<file path="src/rtl/car_palette_arbiter.sv">
// ----------------------------------------------------------------------------
// car_palette_arbiter
//
// Purpose:
//    Round-robin arbiter that shares a single car_palette lookup between
//    NUM_REQ sprite requesters. The granted requester's colour index is driven
//    to the palette, the combinational palette colour is captured on the next
//    clock edge, and it is presented through a registered valid/ready output
//    stage toward the frame compositor. Throughput is one result per cycle;
//    a result popped in the same cycle as a new grant is replaced with no
//    bubble.
//
// Ports:
//    Clk         in   system clock, rising edge
//    Reset       in   synchronous active-high reset
//    req         in   per-requester request flags
//    req_idx     in   packed per-requester palette indices, IDX_W each
//    gnt         out  one-hot combinational grant
//    pal_idx     out  index to car_palette colorIdx (0 when nothing granted)
//    pal_r/g/b   in   palette colour for pal_idx
//    out_valid   out  registered result valid
//    out_ready   in   compositor accepts the result
//    out_id      out  requester that owns the result
//    out_r/g/b   out  registered colour
//    out_transp  out  index-0 transparency flag
//
// Build option:
//    CAR_PAL_TRANSPARENT_EN  when defined, a granted index 0 registers
//                            out_transp=1 with black colour instead of the
//                            palette output. When undefined, out_transp is 0.
// ----------------------------------------------------------------------------
module car_palette_arbiter #(
   parameter int NUM_REQ = 4,
   parameter int IDX_W   = 5,
   parameter int ID_W    = 2
) (
   input  logic                     Clk,
   input  logic                     Reset,
   input  logic [NUM_REQ-1:0]       req,
   input  logic [NUM_REQ*IDX_W-1:0] req_idx,
   output logic [NUM_REQ-1:0]       gnt,
   output logic [IDX_W-1:0]         pal_idx,
   input  logic [7:0]               pal_r,
   input  logic [7:0]               pal_g,
   input  logic [7:0]               pal_b,
   output logic                     out_valid,
   input  logic                     out_ready,
   output logic [ID_W-1:0]          out_id,
   output logic [7:0]               out_r,
   output logic [7:0]               out_g,
   output logic [7:0]               out_b,
   output logic                     out_transp
);

   logic [ID_W-1:0]  r_rr_ptr;
   logic             r_out_valid;
   logic [ID_W-1:0]  r_out_id;
   logic [7:0]       r_out_r;
   logic [7:0]       r_out_g;
   logic [7:0]       r_out_b;

   logic             w_can_accept;
   logic             w_any;
   logic [ID_W-1:0]  w_gnt_id;
   logic [ID_W:0]    w_cand;
   logic [ID_W-1:0]  w_ptr_next;
   logic [7:0]       w_cap_r;
   logic [7:0]       w_cap_g;
   logic [7:0]       w_cap_b;
   logic [IDX_W-1:0] w_idx_slice [NUM_REQ];

   genvar gi;
   generate
      for (gi = 0; gi < NUM_REQ; gi++) begin : g_slice
         assign w_idx_slice[gi] = req_idx[gi*IDX_W +: IDX_W];
      end
   endgenerate

   // The output register can take a new result when it is empty or is being
   // popped this very cycle; that is what gives back-to-back throughput.
   assign w_can_accept = !r_out_valid || out_ready;

   // Search upward from the round-robin pointer, wrapping at NUM_REQ-1.
   // The candidate is one bit wider than an ID so the wrap can be detected.
   always_comb begin
      w_any    = 1'b0;
      w_gnt_id = '0;
      w_cand   = '0;
      if (!Reset && w_can_accept) begin
         for (int k = 0; k < NUM_REQ; k++) begin
            w_cand = {1'b0, r_rr_ptr} + (ID_W+1)'(k);
            if (w_cand >= (ID_W+1)'(NUM_REQ)) begin
               w_cand = w_cand - (ID_W+1)'(NUM_REQ);
            end
            if (!w_any && req[w_cand[ID_W-1:0]]) begin
               w_any    = 1'b1;
               w_gnt_id = w_cand[ID_W-1:0];
            end
         end
      end
   end

   assign gnt        = w_any ? (NUM_REQ'(1) << w_gnt_id) : '0;
   assign pal_idx    = w_any ? w_idx_slice[w_gnt_id] : '0;
   assign w_ptr_next = (w_gnt_id == ID_W'(NUM_REQ-1)) ? '0 : w_gnt_id + ID_W'(1);

`ifdef CAR_PAL_TRANSPARENT_EN
   logic w_idx_zero;
   logic r_out_transp;

   // Index 0 is the sprite's see-through colour: flag it and force black so
   // the compositor never blends a stale palette entry.
   assign w_idx_zero = (pal_idx == '0);
   assign w_cap_r    = w_idx_zero ? 8'h00 : pal_r;
   assign w_cap_g    = w_idx_zero ? 8'h00 : pal_g;
   assign w_cap_b    = w_idx_zero ? 8'h00 : pal_b;

   always_ff @(posedge Clk) begin
      if (Reset) begin
         r_out_transp <= 1'b0;
      end else if (w_any) begin
         r_out_transp <= w_idx_zero;
      end
   end

   assign out_transp = r_out_transp;
`else
   assign w_cap_r    = pal_r;
   assign w_cap_g    = pal_g;
   assign w_cap_b    = pal_b;
   assign out_transp = 1'b0;
`endif

   // A grant always loads the output stage; otherwise a pop empties it.
   // Reset wins so a result pending at reset never appears.
   always_ff @(posedge Clk) begin
      if (Reset) begin
         r_rr_ptr    <= '0;
         r_out_valid <= 1'b0;
         r_out_id    <= '0;
         r_out_r     <= 8'h00;
         r_out_g     <= 8'h00;
         r_out_b     <= 8'h00;
      end else if (w_any) begin
         r_rr_ptr    <= w_ptr_next;
         r_out_valid <= 1'b1;
         r_out_id    <= w_gnt_id;
         r_out_r     <= w_cap_r;
         r_out_g     <= w_cap_g;
         r_out_b     <= w_cap_b;
      end else if (out_ready) begin
         r_out_valid <= 1'b0;
      end
   end

   assign out_valid = r_out_valid;
   assign out_id    = r_out_id;
   assign out_r     = r_out_r;
   assign out_g     = r_out_g;
   assign out_b     = r_out_b;

endmodule

</file>
<file path="config.mk">
export PLATFORM = sky130hd
export DESIGN_NAME = car_palette_arbiter
export DESIGN_NICKNAME = d
export VERILOG_FILES = /design/src/rtl/car_palette_arbiter.sv
export SDC_FILE = /design/constraint.sdc
export NUM_CORES = 1
export LEC_CHECK = 0
export ABC_AREA = 1
export BUFFER_PORTS_ARGS = -buffer_cell sky130_fd_sc_hd__buf_2
export CELL_PAD_IN_SITES_DETAIL_PLACEMENT = 1
export CELL_PAD_IN_SITES_GLOBAL_PLACEMENT = 2
export CORE_MARGIN = 4
export CORE_UTILIZATION = 23
export DETAILED_ROUTE_END_ITERATION = 8
export GPL_ROUTABILITY_DRIVEN = 0
export GPL_TIMING_DRIVEN = 0
export PLACE_DENSITY_LB_ADDON = 0.15
export SLEW_MARGIN = 20
export SYNTH_ARGS = -nofsm -noshare
export SYNTH_HDL_FRONTEND = slang
export SYNTH_SLANG_ARGS = --single-unit
</file>
<file path="constraint.sdc">
create_clock -name Clk -period 3.8 [get_ports Clk]
set_clock_uncertainty 0.1 [all_clocks]
set_input_delay 0.57 -clock Clk [delete_from_list [all_inputs] [get_ports Clk]]
set_output_delay 0.57 -clock Clk [all_outputs]
set_load 0.005 [all_outputs]
</file>
Word level (Yosys, flattened, before mapping)
Cells that the tools add are included.
{"block": "word_totals", "latch_bits": 0, "word_cells": 74, "mem_bits_ro": 0, "ram_bits": 0, "input_bits": 51, "regBits": 29, "out_inout_bits": 37, "memories": 0}
{"block": "op_classes", "div_mod_pow": 0, "bitwise_logic": 1, "n_reduce_logical": 11, "n_mul": 0, "eq_ne": 1, "n_lt_le_gt_ge": 9, "shifts": 1, "n_addsub": 8, "n_mux": 37}
{"cell": "2-bit 2-to-1 mux", "n": 14}
{"cell": "5-bit 2-to-1 mux", "n": 3}
{"cell": "1-bit 2-to-1 mux", "n": 14}
{"cell": "3-bit >= comparator (second input constant)", "n": 4}
{"cell": "2-bit by 3-bit less-than comparator with 1-bit output (second input constant)", "n": 4}
{"cell": "5-bit binary-select mux with 2-bit select", "n": 1}
{"cell": "1-bit binary-select mux with 2-bit select", "n": 4}
{"cell": "2-bit by 1-bit subtractor with 2-bit output (second input constant)", "n": 4}
{"cell": "2-bit by 2-bit adder with 3-bit output (second input constant)", "n": 2}
{"cell": "1-bit logical NOT", "n": 5}
{"cell": "1-bit logical AND", "n": 4}
{"cell": "4-bit 2-to-1 mux", "n": 1}
{"cell": "1-bit by 2-bit << shifter with 4-bit output (first input constant)", "n": 1}
{"cell": "2-bit by 1-bit adder with 3-bit output (second input constant)", "n": 1}
{"cell": "2-bit by 3-bit >= comparator with 1-bit output (second input constant)", "n": 1}
{"cell": "2-bit inverter with 3-bit output", "n": 1}
{"cell": "2-bit by 1-bit adder with 2-bit output (second input constant)", "n": 1}
{"cell": "2-bit equality test (second input constant)", "n": 1}
{"cell": "2-bit nonzero test", "n": 1}
{"cell": "1-bit logical OR", "n": 1}

Depth between registers and ports, before layout
Gate-level depths: netlist (run 1).
{"block": "logic_depth", "ltp_word": 25, "depth_mapped": 15, "mapped_depth_nobuf": 14}

Least setup slack after synthesis (run 1)
OpenSTA, ideal clock, no wires.
{"block": "synth_path", "path_kind": "input -> output", "startpoint": "in req[0]", "endpoint": "out gnt[3]", "path_stages": 14, "setup_slack_ns": 1.398, "arrival_ns": 1.732, "cell_sequence": "inv_1 nand2_1 nand2_1 o21ai_1 inv_1 nand3_2 nand2_4 inv_4 nand2_4 buf_6 inv_2 ha_1 inv_1 nor2_1"}
{"block": "synth_via", "elab_chain_cells": 18}
{"item": "start: declaration", "line_no": "39", "rtl": "input logic [NUM_REQ-1:0] req,"}
{"item": "1-bit binary-select mux with 2-bit select", "line_no": "95", "rtl": "if (!w_any && req[w_cand[ID_W-1:0]]) begin"}
{"item": "1-bit 2-to-1 mux (implied by the code)", "line_no": "95"}
{"item": "1-bit 2-to-1 mux", "line_no": "95"}
{"item": "1-bit 2-to-1 mux", "line_no": "89", "rtl": "if (!Reset && w_can_accept) begin"}
{"item": "1-bit logical NOT", "line_no": "95"}
{"item": "1-bit logical AND", "line_no": "95"}
{"item": "1-bit 2-to-1 mux", "line_no": "95"}
{"item": "1-bit 2-to-1 mux", "line_no": "89"}
{"item": "(+3 left out)"}
{"item": "1-bit 2-to-1 mux", "line_no": "89"}
{"item": "1-bit logical NOT", "line_no": "95"}
{"item": "1-bit logical AND", "line_no": "95"}
{"item": "2-bit 2-to-1 mux *", "line_no": "95"}
{"item": "2-bit 2-to-1 mux *", "line_no": "89"}
{"item": "net w_gnt_id[0]", "line_no": "64", "rtl": "logic [ID_W-1:0] w_gnt_id;"}
{"item": "1-bit by 2-bit << shifter with 4-bit output *", "line_no": "103", "rtl": "assign gnt = w_any ? (NUM_REQ'(1) << w_gnt_id) : '0;"}
{"item": "4-bit 2-to-1 mux *", "line_no": "103"}
{"item": "end: declaration", "line_no": "41", "rtl": "output logic [NUM_REQ-1:0] gnt,"}
Mark *: on every way through the listed nets, which the timed path passes. The rest lies on a longest branch. The select of a mux whose other input is x is not followed.

Final worst setup path (run 1)
{"block": "layout_path", "startpoint": "reg r_rr_ptr[1]", "endpoint": "out gnt[1]"}
{"block": "layout_via", "elab_chain_cells": 21}
{"item": "start: declaration", "line_no": "55", "rtl": "logic [ID_W-1:0] r_rr_ptr;"}
{"item": "start signal: assignment", "line_no": "145", "rtl": "r_rr_ptr <= w_ptr_next;"}
{"item": "2-bit by 3-bit >= comparator with 1-bit output or 2-bit by 1-bit subtractor with 2-bit output (tied branches)", "line_no": "92, 93"}
{"item": "2-bit 2-to-1 mux", "line_no": "92", "rtl": "if (w_cand >= (ID_W+1)'(NUM_REQ)) begin"}
{"item": "2-bit 2-to-1 mux", "line_no": "89"}
{"item": "1-bit binary-select mux with 2-bit select", "line_no": "95"}
{"item": "1-bit 2-to-1 mux (implied by the code)", "line_no": "95"}
{"item": "1-bit 2-to-1 mux", "line_no": "95"}
{"item": "1-bit 2-to-1 mux", "line_no": "89"}
{"item": "1-bit logical NOT", "line_no": "95"}
{"item": "(+6 left out)"}
{"item": "1-bit 2-to-1 mux", "line_no": "89"}
{"item": "1-bit logical NOT", "line_no": "95"}
{"item": "1-bit logical AND", "line_no": "95"}
{"item": "2-bit 2-to-1 mux *", "line_no": "95"}
{"item": "2-bit 2-to-1 mux *", "line_no": "89"}
{"item": "net w_gnt_id[0]", "line_no": "64"}
{"item": "1-bit by 2-bit << shifter with 4-bit output *", "line_no": "103"}
{"item": "4-bit 2-to-1 mux *", "line_no": "103"}
Marked as above.

==> flow_summary.ini, run 1 <==
[worst_hold_path]
min_path_type = reg2reg
min_from = out_id[0]
holdPathStages = 2
hold_end = out_id[0]

[finish]
area_delta_synth_final_pct = 38.54
drive_above_1_share_pct = 34.46
antenna_cells = 0
final_area_mm2 = 0.002276
num-nets-final = 408
fill_cells = 920
final_util_pct = 33.13

[global_routing]
overflow = 0
groute.layer.met3.usage_pct = 4.224
grt_antenna_before_repair = 0
grt_max_degree = 12
track_usage_pct = 12.22
use_met2_pct = 20.00
grt_pass1_wl_um = 8397
gr-usage-met1_pct = 15.21
busiest_layer = met2
grt_pass1_vias = 1866

[flow_run]
cap_violations = 0

[floorplan]
core.rowCount = 30
die_w_um = 92.52
die_h_um = 92.52
core-area_mm2 = 0.006869
die_area_mm2 = 0.008559
start_util_pct = 23.92
io_pins = 88

[outcome]
run_status = completed

[routing]
viasPerCell = 4.133
drc = 0
routedWlPerCell_um = 11.56
totalWireLength_um = 5201
drt_iter0_drc = 35
ant_nets = 0
drt_pass1_iterations = 4
via_count = 1860

[setup_path]
end_kind = output port
critPathMostFrequentCell = nand2_2
cp_data_arrival_time_ns = 2.24
worst-endpoint-required_ns = 3.13
startpoint_type = flop
r2r_cells = 15
regToRegSetupSlack_ns = 1.55
path_delay_family = simple AND/OR/NAND/NOR gates
slowest_stage = dfxtp_1
worstPathCellList = inv_2, nand2_2, nand2_2, nand2_2, nand2_2, nor2_4, nand3_2, nand2_4, inv_4, nand2_4, buf_6, inv_2, ha_1, inv_1, nor2_1, buf_2
cp_max_fo = 11
path_class = reg2out
r2r_start = r_rr_ptr[1]
r2r_end = r_rr_ptr[1]
critical_path_buf_inv_count = 6
cpPeakStageDelay_ns = 0.43

[timing]
hold_slack_ns = 0.3589
fin_crit_sh_pct = 76.53
hold_viol_final = 0
min_period_ns = 2.908
finalSetupTns_ns = 0
max_freq_ghz = 0.3439
drv_slew = 0
rsz0062_at_grt = false
setup_viol = 0

[cts]
cts_root_buf = clkbuf_8
cts.sinks = 29
cts_tree = yes
post_cts_buffers = 0
cts_hold_buffers = 0
ctsHtreeMaxLevel = 2
cts_made_buffers = 5
clock_latency_ns = 0.28
clock_path_buffers = 2
path_clk_slew_ns = 0.06
cts_resized = 0

[logic_synthesis]
yosys_most_used_dff = dfxtp_1
yosysWarningCount = 0
syn_avg_cell_area_um2 = 6.319
ys_types = 21
synth_area_leader_cell = dfxtp_1
synth_fp_nets = 315
synthesis.instances = 260
synth.most_common_cell = nand2_1
synth_edf_count = 0
netlist_top_cells_count = nand2_1 (106), nand3_1 (45), dfxtp_1 (29)
ys_ff_latch = 29
ys_seq_area_share_pct = 35.34
yosys.area.top_type_share_pct = 35.34
async_flop_share_pct = 0
syn_area_mm2 = 0.001643
synthTopCellsByArea = dfxtp_1 (35%), nand2_1 (24%), nand3_1 (14%)

[placement]
place_area_mm2 = 0.002193
port_buffers = 86
dpl.hpwl_um = 4175

[power_and_ir_drop]
p_total_uw = 1413
power.leakage_uw = 0.001388
peakVddDrop_mv = 0.1527
power.density_mw_per_mm2 = 620.7
## routing by layer
metal | routed length (µm) | vias to the layer above
li1 | - | 982
met1 | 2429 | 825
met2 | 2396 | 46
met3 | 318 | 7
met4 | 57 | 0
met5 | 0 | -
## cells in the final DEF (no fill, tap or decap)
| cell type | count |
|---|---|
| a21oi_1 | 4 |
| buf_2 | 93 |
| buf_4 | 1 |
| buf_6 | 2 |
| clkbuf_1 | 3 |
| clkbuf_8 | 5 |
| clkinv_1 | 1 |
| clkinv_2 | 2 |
| conb_1 | 1 |
| dfxtp_1 | 29 |
| ha_1 | 4 |
| inv_1 | 26 |
| inv_2 | 3 |
| inv_4 | 1 |
| nand2_1 | 106 |
| nand2_2 | 9 |
| nand2_4 | 2 |
| nand3_1 | 45 |
| nand3_2 | 3 |
| nor2_1 | 9 |
| nor2_4 | 1 |
| o21ai_0 | 3 |
| o21ai_1 | 1 |
## flip-flops by register name (all words and copies together), names as in the netlist
register and cells:
out_b 8, out_g 8, out_id 2, out_r 8
out_valid 1, r_rr_ptr 2
## stage by stage
| stage | setup WS, ns | std cells |
|---|---|---|
| 6_report | 0.8918 | 450 |
| 5_1_grt | 0.6359 | 450 |
| 4_1_cts | 0.8375 | 450 |
| 3_5_place_dp | 0.9507 | 442 |
| 3_3_place_gp | 0.9158 | 442 |
| 2_1_floorplan | 1.398 | 260 |
## how the worst max path moves through the flow
stage | startpoint | end | slack, ns | cells after the start
global placement | req[2] | gnt[1] | 0.92 | 16
detailed placement | req[2] | gnt[1] | 0.95 | 16
CTS | r_rr_ptr[1] | gnt[1] | 0.84 | 16
global route | r_rr_ptr[0] | gnt[1] | 0.64 | 15
finish | r_rr_ptr[1] | gnt[1] | 0.89 | 16
floorplan | req[0] | gnt[3] | 1.40 | 14
## where the power goes
group          total (µW)  internal (µW)  switching (µW)
logic                 745            281             464
registers             420            380            39.2
clock network         248            127             121
total                1410            788             625
## worst reg2reg max path, cell delays in order, from the launching register on
cell and delay (ns):
dfxtp_1 0.43, inv_2 0.11, nand2_2 0.07, nand2_2 0.08, nand2_2 0.08, nand2_2 0.06, nor2_4 0.12, nand3_2 0.11
nand2_4 0.12, inv_4 0.07, nand2_4 0.08, buf_6 0.15, inv_2 0.06, ha_1 0.29, o21ai_0 0.16, a21oi_1 0.05
## area by class of cell
class | count | area, µm² | area share [%]
buffer | 12 | 72.57 | 3.189
clock buffer | 6 | 72.57 | 3.189
clock inverter | 2 | 10.01 | 0.4398
inverter | 31 | 118.9 | 5.223
multi-input combinational | 188 | 870.8 | 38.26
sequential | 29 | 580.6 | 25.51
tap | 96 | 120.1 | 5.278
timing repair buffer | 86 | 430.4 | 18.91
## cells by family (layout without fill, tap and decap cells)
| kind of cell | Yosys count | after routing | synth area share (%) |
|---|---|---|---|
| flip-flops | 29 | 29 | 35.34 |
| AND/OR/NAND/NOR | 175 | 175 | 47.30 |
| buffers and inverters | 43 | 137 | 11.65 |
| AO/OA/AOI/OAI | 8 | 8 | 2.437 |
| other | 1 | 1 | 0.2283 |
| adder cells (fa/ha/maj) | 4 | 4 | 3.047 |
No activity file was read; power rests on OpenSTA's default activity.
==> run 2, diff against run 1 <==
--- a/config.mk
+++ b/config.mk
@@ -10,7 +10,7 @@
 export CELL_PAD_IN_SITES_DETAIL_PLACEMENT = 1
 export CELL_PAD_IN_SITES_GLOBAL_PLACEMENT = 2
 export CORE_MARGIN = 4
-export CORE_UTILIZATION = 23
+export CORE_UTILIZATION = 21
 export DETAILED_ROUTE_END_ITERATION = 8
 export GPL_ROUTABILITY_DRIVEN = 0
 export GPL_TIMING_DRIVEN = 0
==> constraint.sdc (replaced) <==
create_clock -name Clk -period 2.9 [get_ports Clk]
set_clock_uncertainty 0.1 [all_clocks]
set_input_delay 0.435 -clock Clk [delete_from_list [all_inputs] [get_ports Clk]]
set_output_delay 0.435 -clock Clk [all_outputs]
set_load 0.005 [all_outputs]
==> flow_summary.ini, run 2 (same netlist as run 1, synthesis figures left out) <==
[routing]
viasPerCell = 4.135
totalWireLength_um = 5518
routedWlPerCell_um = 12.02
via_count = 1898
drt_pass1_iterations = 4
ant_nets = 0
drt_iter0_drc = 23
drc = 0

[placement]
port_buffers = 86
dpl.hpwl_um = 4290
dpl.cell_count = 445

[setup_path]
path_class = reg2out
r2r_end = r_rr_ptr[1]
worst-endpoint-required_ns = 2.37
cp_data_arrival_time_ns = 2.16
cp_max_fo = 11
r2r_start = r_rr_ptr[0]
regToRegSetupSlack_ns = 0.70
startpoint_type = flop
end_kind = output port
r2r_cells = 15

[finish]
antenna_cells = 0
fill_cells = 1000
ff_latch_area_um2 = 583.1
drive_above_1_share_pct = 36.67
final_cell_mix = nand2_1 (106), buf_2 (93), nand3_1 (45)
final_cells = 459
final_common_cell = nand2_1
area_delta_synth_final_pct = 43.95
num-nets-final = 415
multi_input_area_um2 = 883.3

[cts]
cts.sinks = 29
cts_made_buffers = 5
path_clk_slew_ns = 0.06
ctsHtreeMaxLevel = 2
clock_path_buffers = 2
clock_latency_ns = 0.27
cts_tree = yes
cts_hold_buffers = 0
cts_root_buf = clkbuf_8

[global_routing]
track_usage_pct = 11.88
grt_antenna_before_repair = 0
grt_pass1_wl_um = 8666
overflow = 0
grt_max_degree = 12
grt_pass1_vias = 1864

[flow_run]
cap_violations = 0

[power_and_ir_drop]
power.density_mw_per_mm2 = 833.4
peakVddDrop_mv = 0.3388
power.leakage_uw = 0.001417

[outcome]
run_status = completed

[timing]
min_period_ns = 2.700
max_freq_ghz = 0.3704
drv_slew = 0
finalSetupTns_ns = 0
tightestPinTransition_ns = 0.5131
hold_viol_final = 0
rsz0062_at_grt = false
slew_headroom_pct = 65.79
fin_crit_sh_pct = 93.10
setup_viol = 0

[worst_hold_path]
min_path_type = in2reg
holdPathStages = 3
min_from = pal_r[3]
hold_end = out_r[3]

[floorplan]
core-area_mm2 = 0.007408
core.rowCount = 31
die_w_um = 96.45
io_pins = 88
start_util_pct = 22.18
die_area_mm2 = 0.009302
die_h_um = 96.45
[run 2: changes by cell type in the layout (fill, tap and decap cells not counted), sizes merged]
cell | before | now
clkinv | 3 | 1
buf | 96 | 103
clkbuf | 8 | 9
[run 2: worst max-delay path, stage by stage, from the launching register on]
cell and delay, ns:
dfxtp_2 0.34, buf_6 0.14, nand2_2 0.07, nand2_2 0.08, nand2_2 0.08, nand2_2 0.07, nor2_4 0.15, nand3_2 0.12
nand2_4 0.12, inv_6 0.07, nand2_8 0.07, buf_12 0.13, inv_2 0.05, ha_1 0.19, inv_1 0.05, nor2_1 0.03
buf_2 0.13
[run 2: worst max-delay path by stage]
stage | startpoint | end | slack [ns] | cells past startpoint
finish | r_rr_ptr[0] | gnt[1] | 0.20 | 16
global placement | req[2] | gnt[2] | 0.27 | 15
CTS | r_rr_ptr[1] | gnt[1] | 0.08 | 16
detailed placement | req[0] | gnt[2] | 0.30 | 15
floorplan | req[0] | gnt[3] | 0.77 | 14
global route | r_rr_ptr[0] | gnt[1] | 0.005 | 15
[run 2: report_power, final]
part	switching [µW]	total [µW]	internal (µW)
clock network	146	334	188
registers	55.3	557	501
logic	646	1080	434
total	848	1970	1120
[run 2: routing by layer]
metal / vias up / global-route usage, % / routed length (µm) / part of all wire, %
li1: 996 / - / - / -
met1: 837 / 14.87 / 2423 / 44
met2: 61 / 19.66 / 2600 / 47
met3: 4 / 3.563 / 454 / 8.2
met4: 0 / 3.505 / 40 / 0.72
met5: - / 0 / 0 / 0
[run 2: cell type report]
| type | instances | area share, % |
|---|---|---|
| Multi-Input combinational cell | 188 | 37.35 |
| Sequential cell | 29 | 24.66 |
| Timing Repair Buffer | 93 | 20.42 |
| Inverter | 31 | 5.238 |
| Tap cell | 99 | 5.238 |
| Clock buffer | 7 | 3.651 |
| Buffer | 12 | 3.439 |
[run 2: metrics by stage]
step	setup slack, ns	area, µm²	total power [µW]	utilization (%)	hold WS (ns)
detailed placement	0.3004	2197	1571	29.66	0.3583
CTS	0.07572	2283	1920	30.82	0.2434
global placement	0.2699	2197	1572	29.66	0.3498
floorplan	0.7677	1643	1217	-	0.3542
global route	0.004762	2365	2179	31.92	0.2431
finish	0.2002	2365	1971	31.92	0.2522
[run 2: repair_timing]
item / 4_1_cts / 5_1_grt
setup endpoints to repair: 0 / 9
buffers inserted: 0 / 7
gates resized for setup: 0 / 9
==> run 3, diff against run 2 <==
--- a/config.mk
+++ b/config.mk
@@ -9,7 +9,6 @@
 export BUFFER_PORTS_ARGS = -buffer_cell sky130_fd_sc_hd__buf_2
 export CELL_PAD_IN_SITES_DETAIL_PLACEMENT = 1
 export CELL_PAD_IN_SITES_GLOBAL_PLACEMENT = 2
-export CORE_MARGIN = 4
 export CORE_UTILIZATION = 21
 export DETAILED_ROUTE_END_ITERATION = 8
 export GPL_ROUTABILITY_DRIVEN = 0
==> flow_summary.ini, run 3 (same netlist as run 1, synthesis figures left out) <==
[finish]
final_cell_mix = nand2_1 (106), buf_2 (92), nand3_1 (45)
final_common_cell = nand2_1
area_delta_synth_final_pct = 39.30
fill_cells = 991
final_cells = 451
num-nets-final = 407
drive_above_1_share_pct = 34.94
antenna_cells = 0

[setup_path]
end_kind = output port
cp_max_fo = 10
r2r_cells = 14
r2r_start = r_rr_ptr[0]
critical_path_buf_inv_count = 3
regToRegSetupSlack_ns = 0.79
r2r_end = r_rr_ptr[1]
startpoint_type = flop
cpPeakStageDelay_ns = 0.36
path_delay_family = simple AND/OR/NAND/NOR gates
critPathMostFrequentCell = nand2_1
slowest_stage = dfxtp_1
cp_num_cells = 15
worst-endpoint-required_ns = 2.37
cp_data_arrival_time_ns = 2.11
worstPathCellList = buf_6, nand2_2, nand2_2, nand2_1, nand2_1, nand2_1, nand2_1, nand2_1, nand2_1, buf_2, nand3_1, nand2_1, nand2_1, nand2_1, buf_2
path_class = reg2out

[routing]
drt_pass1_iterations = 3
ant_nets = 0
routedWlPerCell_um = 11.21
drc = 0
via_count = 1858
viasPerCell = 4.120
drt_iter0_drc = 16
totalWireLength_um = 5055

[power_and_ir_drop]
sw_frac_of_total_pct = 43.60
power.leakage_uw = 0.001376
p_int_uw = 1052
peakVddDrop_mv = 0.2942
power.density_mw_per_mm2 = 815.2
clkPwrFrac_pct = 17.8
comb_power_share_pct = 52.6
pwr-share-seq_pct = 29.6
power.switching_uw = 813.5

[cts]
cts_tree = yes
cts.sinks = 29
ctsHtreeMaxLevel = 2
path_clk_slew_ns = 0.06
clock_latency_ns = 0.27
cts_made_buffers = 5
cts_hold_buffers = 0
cts_root_buf = clkbuf_8
clock_path_buffers = 2

[placement]
port_buffers = 86
dpl.cell_count = 445
dpl.hpwl_um = 3984

[global_routing]
track_usage_pct = 13.05
grt_pass1_vias = 1887
grt_antenna_before_repair = 0
grt_pass1_wl_um = 8700
overflow = 0
grt_max_degree = 12

[worst_hold_path]
holdPathStages = 3
hold_end = out_b[3]
min_path_type = in2reg
min_from = pal_b[3]

[timing]
rsz0062_at_grt = false
tightestPinTransition_ns = 0.5137
drv_slew = 0
slew_headroom_pct = 65.75
finalSetupTns_ns = 0
min_period_ns = 2.640
hold_viol_final = 0
fin_crit_sh_pct = 91.04
max_freq_ghz = 0.3788
setup_viol = 0

[floorplan]
io_pins = 88
core.rowCount = 31
start_util_pct = 22.18
die_area_mm2 = 0.008180
die_w_um = 90.45
die_h_um = 90.45
core-area_mm2 = 0.007408

[flow_run]
cap_violations = 0

[outcome]
run_status = completed
==> run 3: changes by cell type in the layout (fill, tap and decap cells not counted) <==
cell | previous run | this run
dfxtp_1 | 27 | 28
buf_4 | 8 | 1
inv_2 | 3 | 4
clkbuf_4 | 0 | 1
dfxtp_2 | 2 | 1
inv_6 | 1 | 0
buf_12 | 1 | 0
buf_2 | 93 | 92
==> run 3: routing by layer <==
metal / up-vias / share of wire, % / wire [µm] / global-route usage (%)
li1: 984 / - / - / -
met1: 811 / 44 / 2240 / 15.16
met2: 57 / 47 / 2354 / 22.52
met3: 6 / 7.7 / 390 / 4.377
met4: 0 / 1.4 / 70 / 4.032
met5: - / 0 / 0 / 0
==> run 3: worst max-delay path by stage <==
stage | slack, ns | end | startpoint
global route | 0.01 | pal_idx[2] | r_rr_ptr[0]
global placement | 0.29 | gnt[3] | req[0]
detailed placement | 0.30 | gnt[1] | req[0]
floorplan | 0.77 | gnt[3] | req[0]
finish | 0.26 | pal_idx[4] | r_rr_ptr[0]
CTS | 0.09 | gnt[1] | r_rr_ptr[0]
==> run 3: metrics by stage <==
stage                     setup WS (ns)  hold WS (ns)  area [µm²]  total power, µW  utilization (%)
after floorplan                  0.7677        0.3542        1643             1217                -
after detailed placement         0.2985        0.3582        2197             1564            29.66
after global placement           0.2861        0.3486        2197             1560            29.66
after CTS                       0.09310        0.2421        2283             1911            30.82
final                            0.2598        0.2521        2288             1866            30.89
after global routing            0.01238        0.2463        2288             2078            30.89
==> run 3: layout make-up <==
type	instances	area, µm²	area share [%]
Buffer	11	63.81	2.788
Tap cell	99	123.9	5.413
Sequential cell	29	581.8	25.42
Multi-Input combinational cell	188	883.3	38.60
Clock buffer	7	86.33	3.773
Timing Repair Buffer	86	430.4	18.81
Inverter	31	118.9	5.194
==> run 3: what timing repair did <==
| item | in CTS | in global routing |
|---|---|---|
| resized for setup | 0 | 5 |
| endpoints found under the setup margin | 0 | 9 |
| buffers inserted | 0 | 0 |
==> run 3: tightest hold or removal path: stages <==
cell     delay (ns)
buf_2          0.07
nand2_1        0.04
nand2_1        0.05
==> run 3: power by group through the flow <==
stage	clock network [µW]	registers, µW	logic (µW)
after floorplan	0	566	651
after global placement	0	557	1000
after detailed placement	0	561	1000
after CTS	351	553	1010
after global routing	369	565	1140
final	333	551	981
